<file path="src/rtl/router_fsm_if.sv">
// Handshake/status bundle between the router FSM and its source, FIFOs and register block.
interface router_fsm_if;
    logic       pkt_valid;
    logic [1:0] data_in;
    logic       fifo_full;
    logic       fifo_empty_0;
    logic       fifo_empty_1;
    logic       fifo_empty_2;
    logic       soft_reset_0;
    logic       soft_reset_1;
    logic       soft_reset_2;
    logic       parity_done;
    logic       low_pkt_valid;

    logic       detect_add;
    logic       lfd_state;
    logic       ld_state;
    logic       laf_state;
    logic       full_state;
    logic       rst_int_reg;
    logic       write_enb_reg;
    logic       busy;
    logic       drop_pkt;

    // FSM side
    modport slave (
        input  pkt_valid, data_in, fifo_full,
        input  fifo_empty_0, fifo_empty_1, fifo_empty_2,
        input  soft_reset_0, soft_reset_1, soft_reset_2,
        input  parity_done, low_pkt_valid,
        output detect_add, lfd_state, ld_state, laf_state, full_state, rst_int_reg,
        output write_enb_reg, busy, drop_pkt
    );

    // Environment side (source, FIFOs, register block)
    modport master (
        output pkt_valid, data_in, fifo_full,
        output fifo_empty_0, fifo_empty_1, fifo_empty_2,
        output soft_reset_0, soft_reset_1, soft_reset_2,
        output parity_done, low_pkt_valid,
        input  detect_add, lfd_state, ld_state, laf_state, full_state, rst_int_reg,
        input  write_enb_reg, busy, drop_pkt
    );
endinterface

</file>
<file path="src/rtl/router_fsm.sv">
// Router control FSM: header decode, load sequencing, full stall and per-port soft reset.
// Optional WAIT_TILL_EMPTY abort timer enabled by defining ROUTER_FSM_WAIT_TIMEOUT_EN.
module router_fsm #(
    parameter int unsigned TIMEOUT_CYCLES = 32
) (
    input logic        clk,
    input logic        rstn,
    router_fsm_if.slave bus
);

    localparam logic [2:0] DECODE_ADDRESS     = 3'd0;
    localparam logic [2:0] LOAD_FIRST_DATA    = 3'd1;
    localparam logic [2:0] LOAD_DATA          = 3'd2;
    localparam logic [2:0] FIFO_FULL_STATE    = 3'd3;
    localparam logic [2:0] LOAD_AFTER_FULL    = 3'd4;
    localparam logic [2:0] LOAD_PARITY        = 3'd5;
    localparam logic [2:0] CHECK_PARITY_ERROR = 3'd6;
    localparam logic [2:0] WAIT_TILL_EMPTY    = 3'd7;

    if (TIMEOUT_CYCLES < 2 || TIMEOUT_CYCLES > 255) begin : g_bad_timeout
        $error("router_fsm: TIMEOUT_CYCLES must be in 2..255");
    end

    logic [2:0] state;
    logic [2:0] next_state;
    logic [1:0] port;
    logic [1:0] next_port;

    logic hdr_empty;
    logic port_empty;
    logic port_soft_reset;
    logic hdr_valid;

    assign hdr_valid = bus.pkt_valid && (bus.data_in != 2'b11);

    always_comb begin
        hdr_empty = 1'b0;
        case (bus.data_in)
            2'd0:    hdr_empty = bus.fifo_empty_0;
            2'd1:    hdr_empty = bus.fifo_empty_1;
            2'd2:    hdr_empty = bus.fifo_empty_2;
            default: hdr_empty = 1'b0;
        endcase
    end

    always_comb begin
        port_empty      = 1'b0;
        port_soft_reset = 1'b0;
        case (port)
            2'd0: begin
                port_empty      = bus.fifo_empty_0;
                port_soft_reset = bus.soft_reset_0;
            end
            2'd1: begin
                port_empty      = bus.fifo_empty_1;
                port_soft_reset = bus.soft_reset_1;
            end
            2'd2: begin
                port_empty      = bus.fifo_empty_2;
                port_soft_reset = bus.soft_reset_2;
            end
            default: begin
                port_empty      = 1'b0;
                port_soft_reset = 1'b0;
            end
        endcase
    end

`ifdef ROUTER_FSM_WAIT_TIMEOUT_EN
    localparam logic [7:0] TIMEOUT_LIMIT = 8'(TIMEOUT_CYCLES - 1);

    logic [7:0] wait_cnt;
    logic       expire;
    logic       drop_q;

    // wait_cnt holds (cycles already spent in WAIT_TILL_EMPTY - 1) during the current cycle
    assign expire = (state == WAIT_TILL_EMPTY) && (wait_cnt == TIMEOUT_LIMIT);
`else
    logic expire;
    assign expire = 1'b0;
`endif

    always_comb begin
        next_state = state;
        next_port  = port;
        case (state)
            DECODE_ADDRESS: begin
                if (hdr_valid) begin
                    next_port  = bus.data_in;
                    next_state = hdr_empty ? LOAD_FIRST_DATA : WAIT_TILL_EMPTY;
                end
            end
            LOAD_FIRST_DATA: next_state = LOAD_DATA;
            LOAD_DATA: begin
                if (bus.fifo_full)
                    next_state = FIFO_FULL_STATE;
                else if (!bus.pkt_valid)
                    next_state = LOAD_PARITY;
            end
            FIFO_FULL_STATE: begin
                if (!bus.fifo_full)
                    next_state = LOAD_AFTER_FULL;
            end
            LOAD_AFTER_FULL: begin
                if (bus.parity_done)
                    next_state = DECODE_ADDRESS;
                else if (bus.low_pkt_valid)
                    next_state = LOAD_PARITY;
                else
                    next_state = LOAD_DATA;
            end
            LOAD_PARITY: next_state = CHECK_PARITY_ERROR;
            CHECK_PARITY_ERROR: begin
                next_state = bus.fifo_full ? FIFO_FULL_STATE : DECODE_ADDRESS;
            end
            WAIT_TILL_EMPTY: begin
                if (port_empty)
                    next_state = LOAD_FIRST_DATA;
                else if (expire)
                    next_state = DECODE_ADDRESS;
            end
            default: next_state = DECODE_ADDRESS;
        endcase

        if (state != DECODE_ADDRESS && port_soft_reset)
            next_state = DECODE_ADDRESS;
    end

    always_ff @(posedge clk or negedge rstn) begin
        if (!rstn) begin
            state <= DECODE_ADDRESS;
            port  <= 2'd0;
        end else begin
            state <= next_state;
            port  <= next_port;
        end
    end

`ifdef ROUTER_FSM_WAIT_TIMEOUT_EN
    // A soft reset on the expiry edge is a plain abort, not a timeout drop
    always_ff @(posedge clk or negedge rstn) begin
        if (!rstn) begin
            wait_cnt <= '0;
            drop_q   <= 1'b0;
        end else begin
            if (state != WAIT_TILL_EMPTY)
                wait_cnt <= '0;
            else
                wait_cnt <= wait_cnt + 8'd1;
            drop_q <= expire && !port_empty && !port_soft_reset;
        end
    end

    assign bus.drop_pkt = drop_q;
`else
    assign bus.drop_pkt = 1'b0;
`endif

    always_comb begin
        bus.detect_add    = 1'b0;
        bus.lfd_state     = 1'b0;
        bus.ld_state      = 1'b0;
        bus.laf_state     = 1'b0;
        bus.full_state    = 1'b0;
        bus.rst_int_reg   = 1'b0;
        bus.write_enb_reg = 1'b0;
        bus.busy          = 1'b1;
        case (state)
            DECODE_ADDRESS: begin
                bus.detect_add = 1'b1;
                bus.busy       = 1'b0;
            end
            LOAD_FIRST_DATA: bus.lfd_state = 1'b1;
            LOAD_DATA: begin
                bus.ld_state      = 1'b1;
                bus.write_enb_reg = 1'b1;
                bus.busy          = 1'b0;
            end
            FIFO_FULL_STATE: bus.full_state = 1'b1;
            LOAD_AFTER_FULL: begin
                bus.laf_state     = 1'b1;
                bus.write_enb_reg = 1'b1;
            end
            LOAD_PARITY: bus.write_enb_reg = 1'b1;
            CHECK_PARITY_ERROR: bus.rst_int_reg = 1'b1;
            WAIT_TILL_EMPTY: bus.busy = 1'b1;
            default: begin
                bus.detect_add = 1'b1;
                bus.busy       = 1'b0;
            end
        endcase
    end

endmodule

</file>
<file path="src/flat_wrapper.sv">
// flat-port wrapper written by rule: the top's interface ports become plain ports
module router_fsm_flat 
#(
    parameter int unsigned TIMEOUT_CYCLES = 32
)
  (clk, rstn, bus_pkt_valid, bus_data_in, bus_fifo_full, bus_fifo_empty_0, bus_fifo_empty_1, bus_fifo_empty_2, bus_soft_reset_0, bus_soft_reset_1, bus_soft_reset_2, bus_parity_done, bus_low_pkt_valid, bus_detect_add, bus_lfd_state, bus_ld_state, bus_laf_state, bus_full_state, bus_rst_int_reg, bus_write_enb_reg, bus_busy, bus_drop_pkt);
  router_fsm_if bus_i ();
  input logic clk;
  input logic rstn;
  input wire logic [$bits(bus_i.pkt_valid)-1:0] bus_pkt_valid;
  input wire logic [$bits(bus_i.data_in)-1:0] bus_data_in;
  input wire logic [$bits(bus_i.fifo_full)-1:0] bus_fifo_full;
  input wire logic [$bits(bus_i.fifo_empty_0)-1:0] bus_fifo_empty_0;
  input wire logic [$bits(bus_i.fifo_empty_1)-1:0] bus_fifo_empty_1;
  input wire logic [$bits(bus_i.fifo_empty_2)-1:0] bus_fifo_empty_2;
  input wire logic [$bits(bus_i.soft_reset_0)-1:0] bus_soft_reset_0;
  input wire logic [$bits(bus_i.soft_reset_1)-1:0] bus_soft_reset_1;
  input wire logic [$bits(bus_i.soft_reset_2)-1:0] bus_soft_reset_2;
  input wire logic [$bits(bus_i.parity_done)-1:0] bus_parity_done;
  input wire logic [$bits(bus_i.low_pkt_valid)-1:0] bus_low_pkt_valid;
  output wire logic [$bits(bus_i.detect_add)-1:0] bus_detect_add;
  output wire logic [$bits(bus_i.lfd_state)-1:0] bus_lfd_state;
  output wire logic [$bits(bus_i.ld_state)-1:0] bus_ld_state;
  output wire logic [$bits(bus_i.laf_state)-1:0] bus_laf_state;
  output wire logic [$bits(bus_i.full_state)-1:0] bus_full_state;
  output wire logic [$bits(bus_i.rst_int_reg)-1:0] bus_rst_int_reg;
  output wire logic [$bits(bus_i.write_enb_reg)-1:0] bus_write_enb_reg;
  output wire logic [$bits(bus_i.busy)-1:0] bus_busy;
  output wire logic [$bits(bus_i.drop_pkt)-1:0] bus_drop_pkt;
  assign bus_i.pkt_valid = bus_pkt_valid;
  assign bus_i.data_in = bus_data_in;
  assign bus_i.fifo_full = bus_fifo_full;
  assign bus_i.fifo_empty_0 = bus_fifo_empty_0;
  assign bus_i.fifo_empty_1 = bus_fifo_empty_1;
  assign bus_i.fifo_empty_2 = bus_fifo_empty_2;
  assign bus_i.soft_reset_0 = bus_soft_reset_0;
  assign bus_i.soft_reset_1 = bus_soft_reset_1;
  assign bus_i.soft_reset_2 = bus_soft_reset_2;
  assign bus_i.parity_done = bus_parity_done;
  assign bus_i.low_pkt_valid = bus_low_pkt_valid;
  assign bus_detect_add = bus_i.detect_add;
  assign bus_lfd_state = bus_i.lfd_state;
  assign bus_ld_state = bus_i.ld_state;
  assign bus_laf_state = bus_i.laf_state;
  assign bus_full_state = bus_i.full_state;
  assign bus_rst_int_reg = bus_i.rst_int_reg;
  assign bus_write_enb_reg = bus_i.write_enb_reg;
  assign bus_busy = bus_i.busy;
  assign bus_drop_pkt = bus_i.drop_pkt;
  router_fsm #(.TIMEOUT_CYCLES(TIMEOUT_CYCLES)) u_core (.clk(clk), .rstn(rstn), .bus(bus_i));
endmodule
</file>
<file path="config.mk">
export PLATFORM = sky130hd
export DESIGN_NAME = router_fsm_flat
export DESIGN_NICKNAME = d
export VERILOG_FILES = /design/src/rtl/router_fsm_if.sv /design/src/rtl/router_fsm.sv /design/src/flat_wrapper.sv
export SDC_FILE = /design/constraint.sdc
export NUM_CORES = 1
export LEC_CHECK = 0
export BUFFER_PORTS_ARGS = -buffer_cell sky130_fd_sc_hd__buf_2
export CORE_AREA = 2 2 39 41
export DETAILED_ROUTE_END_ITERATION = 8
export DIE_AREA = 0 0 41 43
export HOLD_SLACK_MARGIN = 0.03
export PLACE_DENSITY = 0.67
export SYNTH_ARGS = -nofsm -noshare
export SYNTH_HDL_FRONTEND = slang
export SYNTH_SLANG_ARGS = --single-unit
</file>
<file path="constraint.sdc">
create_clock -name clk -period 1.55 [get_ports clk]
set_clock_uncertainty 0.05 [all_clocks]
set_input_delay 0.0775 -clock clk [delete_from_list [all_inputs] [get_ports clk]]
set_output_delay 0.0775 -clock clk [all_outputs]
set_load 0.005 [all_outputs]
</file>
==> impl_results.md <==
- Status: finished clean
- IO Port Bufs: 21
- Placed cell count: 99
- Mapped Nets: 76
- DR iter-0 viols: 8
- Worst skew pair latency: 0.24 ns
- Die H: 43 um
- Sequential area share after synthesis: roughly a quarter
- Number of global-route vias before repair: 523
- RR Startpoint: u_core.state[0]
- Reg clk slew, reported paths: about 0.040 ns
- Fin crit share: 97.6%
- RePlAce Congestion: 0.845
- Crit path from: u_core.state[0]
- Root Buffer: clkbuf_4
- Yosys cell types: 35
- Pwr/cell area: about 1700 nW/um2
- Die Area: 1760 um2
- Layout cells sized above 1: a little over two fifths
- Syn Area/Cell: ~8.3 um2
- Antenna-violating nets left: 0
- Syn Std Cell Area: 512 um2
- Hold_sp: bus_data_in[0]
- Max-cap violations: 0
- Setup TNS: 0 ns
- CP required: approximately 1.6 ns
- Postcts setup bufs: 0
- Hold WC Path Type: primary input to register
- CTS buffer count: 3
- Die X: slightly above 40 um
- All-Layer GR Usage: approximately 17%
- Cells after synthesis: 62
- CTS tree: done
- Sink Count: 5
- Synthesis Warnings: 0
- CP Class: register to register
- Initial antenna violation count: 0
- Fmax: 661 MHz
- Post-Route WL: between 1 and 1.5 mm
- IO Count: 23
- Rows: 14
- CP Capture Type: register
- Total number of vias: 533
- Final Hold Vio Count: 0
- Vias per Instance: approximately 5.1
- Tmin final: 1.51 ns
- Final cell count without fillers: ~100
- VDD IR max: 0.000791 V
- Critical path fanouts, max: 8
- Wirelength per Cell: 11.5 um
- Yosys reg bits: 5
- Post-DP HPWL: 955 um
- Static leakage: 0.319 nW
- Initial core utilization: 37.0%
- Final nets: 103
- First-pass GRT wire length: approximately 2.0 mm
- Largest net degree at the start of global routing: 9
- Area delta synth->final: 34.5%
- Longest Clk Path Bufs: 2
- ANT cells: 0
- DRC viols: 0
- TritonRoute pass-1 iters: 5
- Core area: 1380 um2
- H-tree levels: 1
- Worst path arrival time: 1.61 ns
- Final slew viol count: 0
- GRT overflow: 0
- Endpoints failing setup: 0
- Startpoint types: register
report_power, final:
group          internal (mW)  switching (mW)  leakage (nW)
clock network         0.0970          0.0490        0.0150
logic                  0.366           0.353         0.244
registers              0.197           0.114        0.0607
total                  0.660           0.516         0.319
kinds of logic after synthesis:
kind of cell           synth area share [%]
flip-flops                             24.4
buffers and inverters                  8.07
other                                 0.733
AO/OA/AOI/OAI                          29.6
AND/OR/NAND/NOR                        33.3
multiplexers                           3.91
registers in the layout, summed over array words and instances, names as in the netlist:
| signal | cells |
|---|---|
| u_core.state | 3 |
| u_core.port | 2 |
cell usage in the layout, fill, tap and decap left out, types with 2 or more instances in the layout:
| cell | Yosys | final |
|---|---|---|
| buf_4 | 1 | 3 |
| nand2b_1 | 4 | 4 |
| buf_2 | 0 | 21 |
| a211oi_2 | 1 | 2 |
| a21oi_1 | 2 | 2 |
| o22a_1 | 2 | 2 |
| inv_1 | 2 | 2 |
| nor2b_1 | 2 | 2 |
| or2_1 | 2 | 2 |
| nor2_1 | 8 | 8 |
| clkbuf_4 | 0 | 3 |
| nand2_1 | 5 | 5 |
| a211oi_1 | 3 | 2 |
| mux2i_1 | 2 | 2 |
| dfrtp_1 | 5 | 4 |
repair_timing:
action	4_1_cts	5_1_grt
hold buffers	1	0
gates resized for setup	0	5
setup endpoints to repair	0	3
hold endpoints to repair	5	0
worst paths after layout:
check                                       end  slack [ns]  cells after the start
worst max-delay path            u_core.state[1]        0.04                      4
worst min-delay path             u_core.port[0]         0.1                      2
worst max register to register  u_core.state[1]        0.04                      4
worst min register to register   u_core.port[0]        0.56                      1
max in group asynchronous       u_core.state[0]        1.18                      2
min in group asynchronous        u_core.port[1]        0.13                      2
per-layer routing:
| layer | vias to the layer above | routed length [um] | GRT usage [%] | part of all wire, % |
|---|---|---|---|---|
| li1 | 276 | - | - | - |
| met1 | 243 | 546 | 20.1 | 46 |
| met2 | 14 | 608 | 27.5 | 51 |
| met3 | 0 | 43 | 0 | 3.6 |
| met4 | 0 | 0 | 10.0 | 0 |
| met5 | - | 0 | 0 | 0 |
critical path, stage by stage (launching register included):
cell and delay (ns):
dfrtp_2 0.45, or3b_4 0.43, a21oi_4 0.19, nor2_1 0.08, a221oi_2 0.23
final cells by class:
class	count	area, um2
Clock buffer	4	26.3
Fill cell	140	696
Inverter	3	11.3
Multi-Input combinational cell	51	367
Sequential cell	5	126
Tap cell	16	20.0
Timing Repair Buffer	25	138
Yosys cell counts:
| master | number | share of area (%) |
|---|---|---|
| mux2i_1 | 2 | 3.9 |
| a21o_1 | 1 | 1.5 |
| a21oi_1 | 2 | 2.0 |
| o21ai_1 | 1 | 0.98 |
| a211oi_1 | 3 | 4.4 |
| a21bo_2 | 1 | 2.0 |
| inv_2 | 1 | 0.73 |
| nand2_1 | 5 | 3.7 |
| nor3b_2 | 1 | 2.4 |
| o32ai_1 | 1 | 1.7 |
| buf_4 | 1 | 1.5 |
| dfrtp_1 | 5 | 24 |
| buf_6 | 2 | 4.4 |
| nand3b_1 | 1 | 1.5 |
| nor3_2 | 1 | 2.0 |
| nor3_1 | 1 | 0.98 |
| nor4_1 | 1 | 1.2 |
| o22a_1 | 2 | 3.4 |
| a41oi_1 | 1 | 1.7 |
| inv_1 | 2 | 1.5 |
| and2_1 | 1 | 1.2 |
| and3b_1 | 1 | 1.7 |
| or2_1 | 2 | 2.4 |
| o221a_1 | 1 | 2.2 |
| nand2b_1 | 4 | 4.9 |
| and3_1 | 1 | 1.2 |
| or3b_1 | 1 | 1.7 |
| o22ai_1 | 1 | 1.2 |
| a21oi_2 | 1 | 1.7 |
| nor2_1 | 8 | 5.9 |
| conb_1 | 1 | 0.73 |
| nor2b_1 | 2 | 2.4 |
| a211oi_2 | 1 | 2.4 |
| a221oi_2 | 1 | 2.9 |
| o21a_1 | 1 | 1.5 |
stage by stage:
stage | power, mW | instance area (um2) | util, % | hold WS (ns) | setup WS, ns
after floorplan | 0.780 | 512 | - | -0.268 | 0.148
after global placement | 0.978 | 629 | 45.5 | -0.153 | 0.0769
after detailed placement | 0.985 | 629 | 45.5 | -0.153 | 0.0608
after CTS | 1.14 | 666 | 48.1 | 0.0872 | 0.0375
after global routing | 1.30 | 688 | 49.7 | 0.116 | -0.00379
final | 1.18 | 688 | 49.7 | 0.0957 | 0.0375
Power figures use the tool's default switching activity.
